[config.mk]
export PLATFORM = sky130hd
export DESIGN_NAME = clk_div_prog
export DESIGN_NICKNAME = d
export VERILOG_FILES = /design/src/rtl/clk_div_prog.sv
export SDC_FILE = /design/constraint.sdc
export NUM_CORES = 1
export LEC_CHECK = 0
export BUFFER_PORTS_ARGS = -buffer_cell sky130_fd_sc_hd__buf_4
export CORE_MARGIN = 10
export CORE_UTILIZATION = 59
export DETAILED_ROUTE_END_ITERATION = 10
export PLACE_DENSITY_LB_ADDON = 0.25
export SYNTH_ARGS = -nofsm -noshare
export SYNTH_HDL_FRONTEND = slang
export SYNTH_SLANG_ARGS = --single-unit
export TNS_END_PERCENT = 100
[constraint.sdc]
create_clock -name clk -period 3.19 [get_ports clk]
set_clock_uncertainty 0.2 [all_clocks]
set_input_delay 0 -clock clk [delete_from_list [all_inputs] [get_ports clk]]
set_output_delay 0 -clock clk [all_outputs]
set_load 0.01 [all_outputs]
[src/rtl/clk_div_prog.sv]
// clk_div_prog: programmable integer clock divider.
//
// Ports
//   clk      input   divider source clock (rising edge; falling edge also used
//                    when CLK_DIV_ODD_DUTY50_EN is defined)
//   rst_n    input   asynchronous active-low reset
//   en       input   run enable; dropping it lets the current period finish
//   div_in   input   requested divide ratio N (W bits, N >= 2)
//   div_load input   one-cycle strobe sampling div_in
//   clk_out  output  divided clock, period N clk cycles
//   tick     output  one-cycle pulse in the cycle starting at each clk_out rise
//   div_cur  output  ratio currently in effect
//   err      output  one-cycle pulse for a rejected load (div_in < 2)
//
// Build option
//   CLK_DIV_ODD_DUTY50_EN  odd N gives exact 50% duty by ORing the phase flop
//                          with a falling-edge retimed copy of it. Undefined:
//                          rising-edge flops only, odd N high for (N+1)/2.
module clk_div_prog #(
  parameter int W           = 8,
  parameter int DEFAULT_DIV = 3
) (
  input  logic         clk,
  input  logic         rst_n,
  input  logic         en,
  input  logic [W-1:0] div_in,
  input  logic         div_load,
  output logic         clk_out,
  output logic         tick,
  output logic [W-1:0] div_cur,
  output logic         err
);

  typedef enum logic {ST_IDLE, ST_RUN} state_t;

  state_t       state;
  logic [W-1:0] cnt;
  logic [W-1:0] pend_div;
  logic         pend_vld;
  logic         clk_q;

  logic         load_ok;
  logic         load_bad;
  logic         wrap;
  logic [W-1:0] cnt_nxt;
  logic [W:0]   high_len;

  assign load_ok  = div_load && (div_in >= W'(2));
  assign load_bad = div_load && (div_in <  W'(2));
  assign wrap     = (cnt == (div_cur - W'(1)));
  assign cnt_nxt  = cnt + W'(1);

  // Number of whole rising-edge cycles the phase flop stays high per period.
`ifdef CLK_DIV_ODD_DUTY50_EN
  assign high_len = {1'b0, div_cur} >> 1;
`else
  assign high_len = ({1'b0, div_cur} + (W+1)'(1)) >> 1;
`endif

  always_ff @(posedge clk or negedge rst_n) begin
    if (!rst_n) begin
      state    <= ST_IDLE;
      cnt      <= '0;
      clk_q    <= 1'b0;
      tick     <= 1'b0;
      err      <= 1'b0;
      div_cur  <= W'(DEFAULT_DIV);
      pend_div <= '0;
      pend_vld <= 1'b0;
    end else begin
      err  <= load_bad;
      tick <= 1'b0;
      case (state)
        ST_IDLE: begin
          cnt      <= '0;
          clk_q    <= 1'b0;
          pend_vld <= 1'b0;
          // A load held pending across the final wrap is applied here.
          if (load_ok)       div_cur <= div_in;
          else if (pend_vld) div_cur <= pend_div;
          if (en) begin
            state <= ST_RUN;
            clk_q <= 1'b1;
            tick  <= 1'b1;
          end
        end
        ST_RUN: begin
          if (wrap) begin
            cnt <= '0;
            if (pend_vld) div_cur <= pend_div;
            // A load coinciding with the wrap waits for the following wrap.
            pend_vld <= load_ok;
            if (load_ok) pend_div <= div_in;
            if (en) begin
              clk_q <= 1'b1;
              tick  <= 1'b1;
            end else begin
              state <= ST_IDLE;
              clk_q <= 1'b0;
            end
          end else begin
            cnt   <= cnt_nxt;
            clk_q <= ({1'b0, cnt_nxt} < high_len);
            if (load_ok) begin
              pend_div <= div_in;
              pend_vld <= 1'b1;
            end
          end
        end
        default: state <= ST_IDLE;
      endcase
    end
  end

`ifdef CLK_DIV_ODD_DUTY50_EN
  // Falling-edge copy stretches the high phase by half a cycle for odd N only.
  logic clk_n;

  always_ff @(negedge clk or negedge rst_n) begin
    if (!rst_n) clk_n <= 1'b0;
    else        clk_n <= clk_q & div_cur[0];
  end

  assign clk_out = clk_q | clk_n;
`else
  assign clk_out = clk_q;
`endif

endmodule

==> impl_metrics.yaml, run 1 <==
run_status:
  status: "complete, no violations"
setup_path:
  cp_num_cells: 10
  cpPeakStageDelay_ns: 0.62
  crit_fanout: 9
  cp-start-kind: "register"
  path_buf_inv: 0
  r2r_cells: 10
  cp_data_arrival_time_ns: 2.58
  cp_cell_sequence: "ha_1, nand3_1, nor2_1, nand3_1, ha_1, a211oi_1, nand2_1, nor2_1, a2111oi_0, a22oi_1"
  crit_required_ns: 3.13
  crit_slowest_cell: "dfstp_2"
  crit_path_end_kind: "register"
  worstSetupPathType: "reg -> reg"
  crit_family: "flip-flops"
clock_network:
  htreeDepth: 2
  post_cts_resized: 0
  insertion_delay_ns: 0.28
  cts_tree: "done"
  clock-root-buffer: "clkbuf_8"
  clk_pin_slew_worst_paths_ns: 0.07
  cts.sinks: 29
  numCtsBuffers: 5
  clk_path_buf_depth: 2
layout:
  areaGrowthSynthToFinish_pct: 16.7
  layout_common_cells: "dfrtp_1, buf_4, a21oi_1, mux2_2, nand2_1"
  antenna_cells: 0
  nets: 270
  drive_above_1_share_pct: 26.9
  final_common_cell: "dfrtp_1"
synth:
  syn-cell-area_um2: 2220
  ys_ff_latch: 29
  synth_top_area_share_pct: 30.5
  synthArstFlopShare_pct: 100
  yosys_warnings: 0
  synthFlopType: "dfrtp_1"
  synth_edf_count: 0
  synthTopCellsByArea: "dfrtp_1, mux2_2, ha_1, xor2_1, a21oi_1"
  synth_cell_types: 51
  synthCells: 220
  synth.net_count: 242
  synth_top_area_cell: "dfrtp_1"
  avgSynthCellArea_um2: 10.1
  synth-seq-area-share_pct: 32.9
global_route:
  grt_usage_pct: 17.2
  grt_pass1_wl_um: 9010
  grt_start_max_net_pins: 28
  grt.overflow.total: 0
  grt_pass1_vias: 1880
  antenna_found_initial: 0
die:
  num_rows: 22
  die_h_um: 81.3
  die-width_um: 81.3
  ioPinCount: 23
  core_area_um2: 3630
  start_util_pct: 61.0
  die_area_um2: 6610
timing:
  fin_setup_tns_ns: 0
  drv_slew: 0
  fin_ws_ns: 0.550
  slew_headroom_pct: 55.1
  worst_pin_slew_ns: 0.668
  clock.fmax_mhz: 379
  hold_viol: 0
  period_needed_ns: 2.64
  finalCritPeriodShare_pct: 82.8
  rsz0062_at_grt: "no"
  finalSetupViolCount: 0
detailed_routing:
  drt_iter0_markers: 145
  num_vias: 1799
  wire_per_inst_um: 17.6
  drc: 0
  viasPerCell: 6.06
  wl_um: 5220
  postRouteAntennaNets: 0
  drt_pass1_iterations: 5
min_path:
  hp-class: "in -> async"
placed_design:
  dp_slack_ns: 0.579
  globalplace.congestion: 0.934
  portBuffers: 22
  dp_hpwl_um: 3660
pwr:
  p_leak_nw: 1.21
  p_per_area_nw_per_um2: 307
  ir_worst_vdd_mv: 0.256
flow_run:
  cap_violations: 0
[synth_stat cells, types with 2 or more instances]
master and count:
a211oi_1 4, a211oi_2 6, a21boi_1 2, a21oi_1 19, and3_1 10, buf_2 5
buf_6 5, clkbuf_1 3, dfrtp_1 27, dfstp_2 2, ha_1 10, inv_1 5
mux2_2 17, nand2_1 15, nand2b_1 13, nand3_1 6, nor2_1 6, nor3_1 5
nor4_1 2, o21a_1 2, o21ai_0 2, o32ai_1 7, xnor2_1 8, xor2_1 12
[repair_timing]
item | CTS | global route
hold buffers | 13 | 0
setup endpoints to repair | 0 | 0
buffers inserted | 0 | 0
endpoints found under the hold margin | 41 | 0
[routing by layer]
layer	part of all wire [%]	GRT usage [%]	up-vias
met4	3.0	7.09	0
met5	0	0	-
met1	44	20.8	867
met2	47	28.4	54
li1	-	-	863
met3	5.8	4.64	15
[final cells by class]
class / count / area [µm²]
fillers: 287 / 1050
well taps: 48 / 60.1
flip-flops and latches: 29 / 728
multi-input cells: 171 / 1370
clock inverters: 1 / 5.00
clock buffers: 7 / 96.3
inverters: 5 / 18.8
repair buffers: 36 / 313
[registers in the layout, indices dropped and copies added, names as in the netlist]
name	cells
clk_out	1
cnt	8
div_cur	8
err	1
pend_div	8
pend_vld	1
state	1
tick	1
[final timing paths]
check	startpoint	endpoint	slack, ns
setup / recovery	div_cur[0]	clk_out	0.55
hold / removal	rst_n	pend_div[2]	0.04
setup reg to reg	div_cur[0]	clk_out	0.55
hold reg to reg	pend_div[7]	pend_div[7]	0.30
max in group asynchronous	rst_n	cnt[7]	2.60
min in group clk	en	state	0.28
[through the flow]
step	util [%]	hold WS (ns)	area [µm²]	cells	power, W
finish	71.2	0.0375	2590	297	0.000794
global route	71.2	0.0556	2590	297	0.000819
CTS	71.2	0.0308	2590	297	0.000799
detailed placement	64.5	-0.255	2340	276	0.000444
global placement	64.5	-0.252	2340	276	0.000442
floorplan	-	-0.496	2220	220	0.000418
[cells by family (layout without fill, tap and decap cells)]
group	Yosys count	count (layout)	share of synthesized area, %
compound gates	54	54	19.5
fa+ha+maj	10	10	5.65
mux	17	17	8.64
flops	29	29	32.9
buf+inv	20	49	5.53
simple gates	69	69	19.1
xor+xnor	21	21	8.64
[where the power goes]
part           internal [W]  switching [W]
clock              0.000195       0.000147
combinational     0.0000425      0.0000268
sequential         0.000378     0.00000404
total              0.000616       0.000178
[tightest hold or removal path, delay by kind of cell]
kind                   cells  cell delay, ns
buffers and inverters      3            0.86
(Power assumes the default switching activity.)
==> run 2: changes to the inputs <==
ABC_AREA = 1   (was unset)
CORE_UTILIZATION = 58   (was 59)
clock period = 2.62 ns   (was 3.19 ns; I/O delays follow)
==> impl_metrics.yaml, run 2 <==
timing:
  fin_setup_tns_ns: 0
  worst_pin_slew_ns: 0.529
  finalCritPeriodShare_pct: 88.7
  slew_headroom_pct: 64.8
  finalSetupViolCount: 0
  period_needed_ns: 2.32
  clock.fmax_mhz: 430
  drv_slew: 0
  worst_hold_slack_ns: 0.227
  hold_viol: 0
  rsz0062_at_grt: "no"
setup_path:
  cp-start-kind: "register"
  timing.rr.end: "clk_out"
  r2r_start: "div_cur[0]"
  cp_data_arrival_time_ns: 2.39
  crit_fanout: 7
  crit_path_end_kind: "register"
  r2r_slack_ns: 0.30
  r2r_cells: 11
  crit_required_ns: 2.69
  worstSetupPathType: "reg -> reg"
run_status:
  status: "complete, no violations"
detailed_routing:
  wl_met3_um: 184
  dr_wl_met2_um: 2350
  postRouteAntennaNets: 0
  drt_iter0_markers: 80
  drt_pass1_iterations: 4
  num_vias: 1791
  wl_um: 4620
  viasPerCell: 5.16
  wl_met1_um: 2010
  drc: 0
  top_layer_used: "met4"
  wire_per_inst_um: 13.3
placed_design:
  globalplace.congestion: 0.891
  dp_hpwl_um: 3270
  portBuffers: 22
clock_network:
  cts_tree: "done"
  insertion_delay_ns: 0.33
  clock-root-buffer: "clkbuf_4"
  numCtsBuffers: 5
  cts.sinks: 29
  clk_path_buf_depth: 2
  clk_pin_slew_worst_paths_ns: 0.09
  htreeDepth: 2
global_route:
  grt_pass1_vias: 1875
  grt_pass1_wl_um: 8440
  grt_usage_pct: 16.8
  antenna_found_initial: 0
  grt_start_max_net_pins: 28
  grt.overflow.total: 0
synth:
  synth_cell_types: 26
  ys_ff_latch: 29
  synthArstFlopShare_pct: 100
  synthTopCellsByCount: "nand2_1, inv_1, dfrtp_1, nor2_1, nand3_1"
  synth-seq-area-share_pct: 36.5
  synth_edf_count: 0
  yosys_warnings: 0
  avgSynthCellArea_um2: 7.53
  synth_top_area_cell: "dfrtp_1"
  synthTopCellsByArea: "dfrtp_1, nand2_1, ha_1, inv_1, xor2_1"
  synthCells: 265
  synth_top_area_share_pct: 33.9
  synth.most_common_cell: "nand2_1"
  synthFlopType: "dfrtp_1"
  syn-cell-area_um2: 1990
  synth.net_count: 287
min_path:
  hp-class: "in -> reg"
  worstHoldEndpoint: "state"
  min_delay_path_depth: 4
  worstHoldStart: "en"
layout:
  antenna_cells: 0
  areaGrowthSynthToFinish_pct: 20.6
  nets: 322
  layout_common_cells: "nand2_1, inv_1, dfrtp_1, nor2_1, buf_4"
  final_common_cell: "nand2_1"
  reg.largest.list: "cnt (8), div_cur (8), pend_div (8)"
  drive_above_1_share_pct: 18.6
die:
  die_h_um: 78.6
  die-width_um: 78.6
  core_area_um2: 3340
  ioPinCount: 23
  die_area_um2: 6180
  num_rows: 21
  start_util_pct: 59.8
pwr:
  ir_worst_vdd_mv: 0.321
  p_total_w: 0.000943
  p_per_area_nw_per_um2: 392
  p_leak_nw: 1.27
flow_run:
  cap_violations: 0
==> run 2: per-layer routing <==
layer | vias to the layer above | GRT usage [%]
li1 | 908 | -
met1 | 839 | 19.1
met2 | 36 | 29.7
met3 | 8 | 4.56
met4 | 0 | 5.20
met5 | - | 0
==> run 2: timing repair <==
| item | 4_1_cts | 5_1_grt |
|---|---|---|
| hold buffers | 14 | 0 |
| buffers inserted | 0 | 0 |
| endpoints found under the setup margin | 0 | 1 |
| resized for setup | 0 | 3 |
| hold endpoints to repair | 49 | 0 |
==> run 2: how the worst max path moves through the flow <==
stage	cells after the start	start	endpoint
4_1_cts	11	div_cur[1]	clk_out
3_3_place_gp	11	div_cur[1]	clk_out
6_report	11	div_cur[0]	clk_out
5_1_grt	11	div_cur[0]	clk_out
3_5_place_dp	11	div_cur[1]	clk_out
2_1_floorplan	11	div_cur[1]	clk_out
==> run 2: cell type report <==
class / instances / area [µm²]
clock buffer: 7 / 55.1
clock inverter: 1 / 30.0
fill: 254 / 931
inverter: 34 / 128
multi-input combinational: 191 / 1070
sequential: 29 / 728
tap: 46 / 57.6
timing repair buffer: 39 / 338
==> run 2: critical path, stage by stage, from the launching register on <==
cell     delay, ns
dfstp_2       0.60
ha_1          0.22
nand3_2       0.12
nor2_2        0.13
nand2_1       0.07
xor2_1        0.16
ha_1          0.32
a21oi_1       0.15
nand2_1       0.07
nand2_1       0.05
nand4_1       0.09
nand2_1       0.07
==> run 2: cells by family after synthesis <==
logic type	count (synthesis)	synth area share, %
AND/OR/NAND/NOR	135	30.0
adder cells (fa/ha/maj)	10	6.27
AO/OA/AOI/OAI	23	5.77
multiplexers	8	4.39
XOR/XNOR	15	6.59
buffers and inverters	45	10.5
flip-flops	29	36.5
==> run 2: metrics by stage <==
stage          cell area, µm²  util, %  setup WS (ns)  instances
2_1_floorplan            1990        -          0.396        265
3_3_place_gp             2160     64.7          0.322        325
3_5_place_dp             2160     64.7          0.234        325
4_1_cts                  2390     71.7          0.219        347
5_1_grt                  2410     72.1         0.0360        347
6_report                 2410     72.1          0.297        347
==> run 2: report_power, final <==
part | leakage, nW | internal [W] | switching (W)
Clock | 0.0455 | 0.000228 | 0.000165
Combinational | 0.907 | 0.0000469 | 0.0000378
Sequential | 0.320 | 0.000460 | 0.00000591
Total | 1.27 | 0.000734 | 0.000209
